--- config.mk ---
export PLATFORM = sky130hd
export DESIGN_NAME = muldiv_ctrl_flat
export DESIGN_NICKNAME = d
export VERILOG_FILES = /design/src/rtl/muldiv_if.sv /design/src/rtl/muldiv_ctrl.sv /design/src/flat_wrapper.sv
export SDC_FILE = /design/constraint.sdc
export NUM_CORES = 1
export LEC_CHECK = 0
export ABC_AREA = 1
export BUFFER_PORTS_ARGS = -buffer_cell sky130_fd_sc_hd__buf_2
export CORE_MARGIN = 8
export CORE_UTILIZATION = 45
export DETAILED_ROUTE_END_ITERATION = 8
export GPL_TIMING_DRIVEN = 0
export HOLD_SLACK_MARGIN = 0.08
export PLACE_DENSITY_LB_ADDON = 0.15
export SYNTH_ARGS = -nofsm -noshare
export SYNTH_HDL_FRONTEND = slang
export SYNTH_SLANG_ARGS = --single-unit
--- constraint.sdc ---
create_clock -name clk -period 3.6 [get_ports clk]
set_clock_uncertainty 0.1 [all_clocks]
set_input_delay 0.18 -clock clk [delete_from_list [all_inputs] [get_ports clk]]
set_output_delay 0.18 -clock clk [all_outputs]
set_load 0.03 [all_outputs]
--- src/rtl/muldiv_if.sv ---
// Connection between the mul/div sequencer and the shared multiplier and divider.
// master = sequencer, slave = arithmetic units.
interface muldiv_if;
  logic        mul_signed;
  logic [31:0] mul_a;
  logic [31:0] mul_b;
  logic [63:0] mul_result;
  logic        div_start;
  logic        div_signed;
  logic [31:0] div_a;
  logic [31:0] div_b;
  logic        div_annul;
  logic        div_ready;
  logic [63:0] div_result;

  modport master (
    output mul_signed, mul_a, mul_b,
    input  mul_result,
    output div_start, div_signed, div_a, div_b, div_annul,
    input  div_ready, div_result
  );

  modport slave (
    input  mul_signed, mul_a, mul_b,
    output mul_result,
    input  div_start, div_signed, div_a, div_b, div_annul,
    output div_ready, div_result
  );
endinterface

--- src/rtl/muldiv_ctrl.sv ---
// EX-stage sequencer for the pipelined multiplier and the iterative divider.
// It stalls EX while an operation runs, then holds a one-shot HI/LO write until EX advances.
//
//   state    | meaning
//   IDLE     | no operation; operands pass straight through from src1/src2
//   MUL_WAIT | down-counting the fixed multiplier latency
//   DIV_WAIT | divider started, waiting for div_ready
//   DONE     | HI/LO write presented, held while pipe_hold
module muldiv_ctrl #(
  parameter int unsigned MUL_LAT = 2
) (
  input  logic        clk,
  input  logic        resetn,
  input  logic        flush,
  input  logic        pipe_hold,
  input  logic        op_valid,
  input  logic [3:0]  op,
  input  logic [31:0] src1,
  input  logic [31:0] src2,
  muldiv_if.master    au,
  output logic        stallreq,
  output logic        hi_we,
  output logic        lo_we,
  output logic [31:0] hi_o,
  output logic [31:0] lo_o,
  output logic [31:0] busy_cycles
);

  typedef enum logic [1:0] {IDLE, MUL_WAIT, DIV_WAIT, DONE} state_t;

  state_t      state, state_nxt;
  logic [3:0]  cnt, cnt_nxt;
  logic [31:0] a_q, b_q;
  logic        sgn_q;
  logic        op_mul, op_div, op_sgn, accept, idle;
  logic        ld_res;
  logic [31:0] hi_nxt, lo_nxt;
  logic        div_start, div_annul;

  // Multi-bit op codes decode to nothing, so they are never accepted.
  assign op_mul = (op == 4'b1000) || (op == 4'b0100);
  assign op_div = (op == 4'b0010) || (op == 4'b0001);
  assign op_sgn = (op == 4'b1000) || (op == 4'b0010);
  assign idle   = (state == IDLE);
  assign accept = idle && op_valid && (op_mul || op_div) && !flush;

  assign au.mul_a      = idle ? src1 : a_q;
  assign au.mul_b      = idle ? src2 : b_q;
  assign au.div_a      = idle ? src1 : a_q;
  assign au.div_b      = idle ? src2 : b_q;
  assign au.mul_signed = idle ? op_sgn : sgn_q;
  assign au.div_signed = idle ? op_sgn : sgn_q;
  assign au.div_start  = div_start;
  assign au.div_annul  = div_annul;

  assign stallreq = accept || (state == MUL_WAIT) || (state == DIV_WAIT);
  assign hi_we    = (state == DONE) && !flush;
  assign lo_we    = (state == DONE) && !flush;

  always_comb begin
    state_nxt = state;
    cnt_nxt   = cnt;
    ld_res    = 1'b0;
    hi_nxt    = hi_o;
    lo_nxt    = lo_o;
    div_start = 1'b0;
    div_annul = 1'b0;
    if (flush) begin
      state_nxt = IDLE;
      div_annul = (state == DIV_WAIT);
    end else begin
      case (state)
        IDLE: begin
          if (accept) begin
            if (op_mul) begin
              cnt_nxt   = 4'(MUL_LAT - 1);
              state_nxt = MUL_WAIT;
            end else if (src2 != 32'd0) begin
              div_start = 1'b1;
              state_nxt = DIV_WAIT;
            end else begin
              // Divide by zero bypasses the divider with a fixed result.
              ld_res    = 1'b1;
              hi_nxt    = src1;
              lo_nxt    = '1;
              state_nxt = DONE;
            end
          end
        end
        MUL_WAIT: begin
          if (cnt != 4'd0) begin
            cnt_nxt = cnt - 4'd1;
          end else begin
            ld_res    = 1'b1;
            hi_nxt    = au.mul_result[63:32];
            lo_nxt    = au.mul_result[31:0];
            state_nxt = DONE;
          end
        end
        DIV_WAIT: begin
          if (au.div_ready) begin
            ld_res    = 1'b1;
            hi_nxt    = au.div_result[63:32];
            lo_nxt    = au.div_result[31:0];
            state_nxt = DONE;
          end else begin
            div_start = 1'b1;
          end
        end
        DONE: begin
          if (!pipe_hold) state_nxt = IDLE;
        end
        default: state_nxt = IDLE;
      endcase
    end
  end

  always_ff @(posedge clk or negedge resetn) begin
    if (!resetn) begin
      state       <= IDLE;
      cnt         <= 4'd0;
      a_q         <= 32'd0;
      b_q         <= 32'd0;
      sgn_q       <= 1'b0;
      hi_o        <= 32'd0;
      lo_o        <= 32'd0;
      busy_cycles <= 32'd0;
    end else begin
      state <= state_nxt;
      cnt   <= cnt_nxt;
      if (accept) begin
        a_q   <= src1;
        b_q   <= src2;
        sgn_q <= op_sgn;
      end
      if (ld_res) begin
        hi_o <= hi_nxt;
        lo_o <= lo_nxt;
      end
      if (stallreq && (busy_cycles != 32'hFFFF_FFFF)) busy_cycles <= busy_cycles + 32'd1;
    end
  end

endmodule
--- src/flat_wrapper.sv ---
// flat-port wrapper written by rule: the top's interface ports become plain ports
module muldiv_ctrl_flat 
#(
  parameter int unsigned MUL_LAT = 2
)
  (clk, resetn, flush, pipe_hold, op_valid, op, src1, src2, stallreq, hi_we, lo_we, hi_o, lo_o, busy_cycles, au_mul_signed, au_mul_a, au_mul_b, au_mul_result, au_div_start, au_div_signed, au_div_a, au_div_b, au_div_annul, au_div_ready, au_div_result);
  muldiv_if au_i ();
  input  logic clk;
  input  logic resetn;
  input  logic flush;
  input  logic pipe_hold;
  input  logic op_valid;
  input  logic [3:0] op;
  input  logic [31:0] src1;
  input  logic [31:0] src2;
  output logic stallreq;
  output logic hi_we;
  output logic lo_we;
  output logic [31:0] hi_o;
  output logic [31:0] lo_o;
  output logic [31:0] busy_cycles;
  output wire logic [$bits(au_i.mul_signed)-1:0] au_mul_signed;
  output wire logic [$bits(au_i.mul_a)-1:0] au_mul_a;
  output wire logic [$bits(au_i.mul_b)-1:0] au_mul_b;
  input wire logic [$bits(au_i.mul_result)-1:0] au_mul_result;
  output wire logic [$bits(au_i.div_start)-1:0] au_div_start;
  output wire logic [$bits(au_i.div_signed)-1:0] au_div_signed;
  output wire logic [$bits(au_i.div_a)-1:0] au_div_a;
  output wire logic [$bits(au_i.div_b)-1:0] au_div_b;
  output wire logic [$bits(au_i.div_annul)-1:0] au_div_annul;
  input wire logic [$bits(au_i.div_ready)-1:0] au_div_ready;
  input wire logic [$bits(au_i.div_result)-1:0] au_div_result;
  assign au_mul_signed = au_i.mul_signed;
  assign au_mul_a = au_i.mul_a;
  assign au_mul_b = au_i.mul_b;
  assign au_i.mul_result = au_mul_result;
  assign au_div_start = au_i.div_start;
  assign au_div_signed = au_i.div_signed;
  assign au_div_a = au_i.div_a;
  assign au_div_b = au_i.div_b;
  assign au_div_annul = au_i.div_annul;
  assign au_i.div_ready = au_div_ready;
  assign au_i.div_result = au_div_result;
  muldiv_ctrl #(.MUL_LAT(MUL_LAT)) u_core (.clk(clk), .resetn(resetn), .flush(flush), .pipe_hold(pipe_hold), .op_valid(op_valid), .op(op), .src1(src1), .src2(src2), .au(au_i), .stallreq(stallreq), .hi_we(hi_we), .lo_we(lo_we), .hi_o(hi_o), .lo_o(lo_o), .busy_cycles(busy_cycles));
endmodule
==> results of run 1 <==
sequential cells by signal (all words and copies together) (netlist names):
| name | cells |
|---|---|
| u_core.cnt | 4 |
| u_core.sgn_q | 1 |
| u_core.hi_o | 32 |
| u_core.b_q | 32 |
| u_core.busy_cycles | 32 |
| u_core.a_q | 32 |
| u_core.lo_o | 32 |
| u_core.state | 2 |
synth_stat cells (2+ instances only):
master / instances / share of area
o21ai_2: 13 / 0.011
a21boi_0: 2 / 0.0014
buf_1: 5 / 0.0018
nand3b_1: 4 / 0.0029
nand3_1: 47 / 0.023
buf_4: 68 / 0.049
inv_1: 107 / 0.039
nand2_2: 10 / 0.0060
nor3_1: 16 / 0.0077
o21ai_0: 139 / 0.067
xnor2_1: 6 / 0.0051
a21oi_1: 2 / 0.00096
nand2_4: 2 / 0.0022
clkinv_2: 2 / 0.00096
buf_6: 24 / 0.026
nand3_2: 6 / 0.0058
nor2_1: 97 / 0.035
ha_1: 6 / 0.0072
o21ai_1: 5 / 0.0024
a31oi_1: 33 / 0.020
nand4_1: 68 / 0.041
nand3_4: 2 / 0.0034
inv_2: 5 / 0.0018
buf_2: 20 / 0.0096
dfrtp_1: 167 / 0.40
nor2_2: 3 / 0.0018
nand2_1: 541 / 0.20
xor2_1: 11 / 0.0093
or2_2: 3 / 0.0018
clkbuf_1: 36 / 0.013
power breakdown:
part / switching, mW / internal [mW] / leakage (nW)
Combinational: 4.58 / 2.42 / 5.51
Sequential: 0.398 / 2.53 / 2.22
Clock: 0.820 / 0.998 / 0.273
Total: 5.80 / 5.95 / 8.00
cells by family after synthesis:
kind of cell / after synthesis / synth area share
AOI/OAI and AO/OA: 196 / 0.104
adders and majority gates: 6 / 0.00722
buffers and inverters: 268 / 0.142
xor gates and xnor gates: 17 / 0.0143
DFF: 167 / 0.402
and+or+nand+nor: 804 / 0.331
through the flow:
stage / instances / setup slack, ps / TNS [ps] / area [um^2] / utilization
3_3_place_gp: 2175 / -529 / -85470 / 12900 / 0.570
2_1_floorplan: 1458 / 1140 / 0 / 10400 / -
6_report: 2397 / 410 / 0 / 15400 / 0.679
3_5_place_dp: 2176 / 826 / 0 / 13000 / 0.572
5_1_grt: 2395 / 261 / 0 / 15400 / 0.679
4_1_cts: 2389 / 365 / 0 / 15300 / 0.678
repair_timing:
item | in CTS | in global routing
resized for setup | 0 | 0
hold buffers | 182 | 0
endpoints found under the hold margin | 207 | 0
worst paths after layout:
path	startpoint	to	slack, ps	depth (start not counted)
setup / recovery	u_core.state[0]	au_mul_a[20]	410	11
hold / removal	au_mul_result[41]	u_core.hi_o[9]	100	5
setup reg to reg	u_core.state[1]	u_core.hi_o[22]	610	9
hold reg to reg	u_core.lo_o[13]	u_core.lo_o[13]	370	2
max in group asynchronous	resetn	u_core.a_q[19]	2290	3
min in group asynchronous	resetn	u_core.busy_cycles[11]	240	2
cell type report:
class,count,area (um^2)
flip-flops and latches,167,4180
repair buffers,615,4020
multi-input cells,1023,4750
well taps,285,357
clock buffers,19,453
diodes,8,20.0
plain buffers,153,1030
clock inverters,12,119
fillers,1866,7270
inverters,115,437
routing by layer:
layer / vias up / share of wire / wire length [um]
met5: - / 0 / 0
met1: 5666 / 0.40 / 16900
met2: 571 / 0.48 / 20300
met3: 145 / 0.066 / 2780
met4: 0 / 0.056 / 2350
li1: 5893 / - / -
worst reg2reg max path: cells and delay by family (launching register included):
| family | cells | cell delay [ps] |
|---|---|---|
| AND/OR/NAND/NOR | 2 | 140 |
| flip-flops | 1 | 400 |
| AO/OA/AOI/OAI | 1 | 170 |
| adder cells (fa/ha/maj) | 1 | 260 |
| buffers and inverters | 5 | 1810 |
==> impl_metrics.tcl, run 1 <==
set metrics [dict create \
    p_per_area_nw_per_um2 764 \
    first_global_vias 12508 \
    synth_area_um2 10400 \
    finalCriticalPeriod_ps 3190 \
    grt_max_degree 88 \
    cts_root_buffer "clkbuf_16" \
    pin_count 433 \
    num_vias 12275 \
    wirelength_um 42300 \
    antenna_left 0 \
    critPathKind "reg2out" \
    crit_chain "inv_1 > ha_1 > buf_4 > inv_2 > buf_2 > clkbuf_1 > buf_2 > nand2_1 > o21ai_0 > buf_4 > buf_2" \
    crit_top_cell "buf_2" \
    crit_family "buffers and inverters" \
    fin_nets 2300 \
    io_buffers 432 \
    timing.hold.ws_ps 95.6 \
    use_met3 0.0571 \
    die_area_um2 28200 \
    crit_fanout 10 \
    hold_violations 0 \
    cts_buffers 17 \
    antenna_found_initial 7 \
    cts.sinks 167 \
    first_iter_violations 1035 \
    hold_path_class "in2reg" \
    ys_ff_latch 167 \
    yosys_warnings 0 \
    ys.flop_type "dfrtp_1" \
    gp_congestion 0.943 \
    async_flop_share 1.00 \
    final_max_slew_viol_count 0 \
    die_y_um 168 \
    drc 0 \
    outcome "finished, final reports clean" \
    drive_gt1_frac 0.298 \
    arrival_ps 2910 \
    fmax_ghz 0.314 \
    grt_first_pass_wirelength_um 66000 \
    critPathRequiredTime_ps 3320 \
    initial_core_util 0.459 \
    track_usage 0.292 \
    final_cell_mix "541 x nand2_1, 451 x buf_2, 182 x dlygate4sd3_1, 167 x dfrtp_1, 139 x o21ai_0" \
    tightestPinTransition_ps 653 \
    dp_hpwl_um 31500 \
    start_kind "flip-flop" \
    firstDrtPassIters 6 \
    p_total_mw 11.7 \
    via_per_inst 5.12 \
    cap_violations 0 \
    rsz0062_at_grt "no" \
    met2_usage 0.490 \
    cpMaxStageDelayCell "dfrtp_1" \
    core_area_um2 22600 \
    endpoint_kind "output port" \
    power_leakage_nw 8.00 \
    layout_commonest_cell "nand2_1" \
    synth_seq_area_share 0.402 \
    finalSetupViolCount 0 \
    die_x_um 168 \
    synth_edf_count 0 \
    clk_pin_slew_ps 60 \
    met1_usage 0.346 \
    clockBufferDepth 2 \
    syn_avg_cell_area_um2 7.13 \
    grt_overflow 0 \
    num_rows 55 \
    busiest_layer "met2" \
    ys_types 38 \
    crit_buf_inv 8 \
    clk_latency_ps 420 \
    syn2layout_area_growth_pct 47.8 \
    max_stage_delay_ps 390 \
    ir_drop_uv 510 \
    syn_inst 1458 \
    slew_headroom 0.565 \
    h-tree-depth 4 \
    fin_crit_sh 0.886 \
    cts_tree "yes" \
    post_drt_wl_per_cell_um 17.6 \
    synth_nets 1666 \
    cts_setup_buffers 0 \
]
(Power assumes the default switching activity.)
==> inputs of run 2 (changes only) <==
--- a/config.mk
+++ b/config.mk
@@ -9,6 +9,7 @@
 export BUFFER_PORTS_ARGS = -buffer_cell sky130_fd_sc_hd__buf_2
 export CORE_MARGIN = 8
 export CORE_UTILIZATION = 45
+export CTS_BUF_LIST = sky130_fd_sc_hd__clkbuf_8
 export DETAILED_ROUTE_END_ITERATION = 8
 export GPL_TIMING_DRIVEN = 0
 export HOLD_SLACK_MARGIN = 0.08
==> impl_metrics.tcl, run 2 (synthesis gave the netlist of run 1 again) <==
set metrics [dict create \
    die_area_um2 28200 \
    initial_core_util 0.459 \
    clockBufferDepth 2 \
    power_leakage_nw 7.98 \
    hold_violations 0 \
    critPathRequiredTime_ps 3320 \
    outcome "finished, final reports clean" \
    layout_commonest_cell "nand2_1" \
    rsz0062_at_grt "no" \
    crit_fanout 10 \
    start_kind "flip-flop" \
    critPathKind "reg2out" \
    cap_violations 0 \
    firstDrtPassIters 7 \
    tightestPinTransition_ps 668 \
    clk_pin_slew_ps 90 \
    hold_path_class "in2reg" \
    r2r-end "u_core.hi_o[18]" \
    cts.sinks 167 \
    wirelength_um 42500 \
    via_per_inst 5.11 \
    finalSetupViolCount 0 \
    num_vias 12339 \
    fin_crit_sh 0.899 \
    cts_tree "yes" \
    timing.hold.ws_ps 120 \
    ctsHoldBuffers 198 \
    num_rows 55 \
    fill_cells 1875 \
    cts_buffers 17 \
    final_area_um2 15300 \
    core_area_um2 22600 \
    dp_hpwl_um 31500 \
    grt_max_degree 88 \
    ir_drop_uv 509 \
    post_cts_resized 0 \
    gp_congestion 0.943 \
    antenna_left 0 \
    drive_gt1_frac 0.295 \
    r2r-start "u_core.state[0]" \
    arrival_ps 2960 \
    post_drt_wl_per_cell_um 17.6 \
    drc 0 \
    clk_latency_ps 460 \
    die_y_um 168 \
    first_iter_violations 1071 \
    cts_setup_buffers 0 \
    track_usage 0.292 \
    first_global_vias 12561 \
    hp-start "pipe_hold" \
    cts_root_buffer "clkbuf_8" \
    finalCriticalPeriod_ps 3240 \
    h-tree-depth 4 \
    syn2layout_area_growth_pct 47.5 \
    postPlaceCellArea_um2 13000 \
    slew_headroom 0.555 \
    p_per_area_nw_per_um2 742 \
    hold-path-cell-count 5 \
    grt_overflow 0 \
    final_cell_mix "541 x nand2_1, 451 x buf_2, 198 x dlygate4sd3_1, 167 x dfrtp_1, 139 x o21ai_0" \
    rrSetupSlack_ps 550 \
    endpoint_kind "output port" \
    reg2reg_depth 9 \
    grt_first_pass_wirelength_um 66100 \
    fmax_ghz 0.309 \
    final_max_slew_viol_count 0 \
    fin_nets 2316 \
    io_buffers 432 \
    hold_path_end "u_core.state[1]" \
    die_x_um 168 \
    antenna_found_initial 6 \
    pin_count 433 \
]
-- run 2: changes by cell type in the layout (fill, tap and decap cells not counted) --
cell,previous run,this run
clkbuf_16,17,0
clkbuf_8,2,19
dlygate4sd3_1,182,198
-- run 2: worst max-delay path: stages, from the launching register on --
cell	delay, ps
dfrtp_1	410
inv_1	80
ha_1	190
buf_4	170
inv_2	100
buf_2	230
clkbuf_1	370
buf_2	300
nand2_1	70
o21ai_0	200
buf_4	190
buf_2	190
-- run 2: layer usage --
layer	global-route usage	wire length, um	vias up
met3	0.0606	2790	132
met2	0.490	20400	561
met1	0.347	17000	5727
met5	0	0	-
li1	-	-	5919
met4	0.157	2250	0
-- run 2: worst max path at each step --
stage	from	end	slack (ps)	cells past startpoint
3_3_place_gp	resetn	u_core.a_q[25]	-530	1
5_1_grt	u_core.state[0]	au_mul_a[20]	200	11
4_1_cts	u_core.state[0]	au_mul_a[20]	300	11
2_1_floorplan	u_core.state[0]	au_mul_a[25]	1140	8
3_5_place_dp	u_core.state[0]	au_mul_a[20]	830	11
6_report	u_core.state[0]	au_mul_a[20]	360	11
-- run 2: area by class of cell --
class | instances | area (um^2) | area share
antenna | 8 | 20.0 | 0.00131
buffer | 153 | 1030 | 0.0675
clock buffer | 19 | 262 | 0.0171
clock inverter | 12 | 119 | 0.00775
inverter | 115 | 437 | 0.0285
multi-input combinational | 1023 | 4750 | 0.310
sequential | 167 | 4180 | 0.272
tap | 285 | 357 | 0.0233
timing repair buffer | 631 | 4180 | 0.273
-- run 2: through the flow --
stage / setup TNS [ps] / std cells / total power [mW] / worst slack [ps] / util
finish: 0 / 2413 / 11.4 / 363 / 0.677
global route: 0 / 2411 / 12.1 / 198 / 0.677
CTS: 0 / 2405 / 11.3 / 304 / 0.676
detailed placement: 0 / 2176 / 9.30 / 826 / 0.572
global placement: -85470 / 2175 / 9.22 / -529 / 0.570
floorplan: 0 / 1458 / 7.31 / 1140 / -
-- run 2: power by group --
| part | internal (mW) | total (mW) | switching, mW |
|---|---|---|---|
| Clock | 0.591 | 1.36 | 0.772 |
| Sequential | 2.53 | 2.92 | 0.396 |
| Combinational | 2.51 | 7.10 | 4.59 |
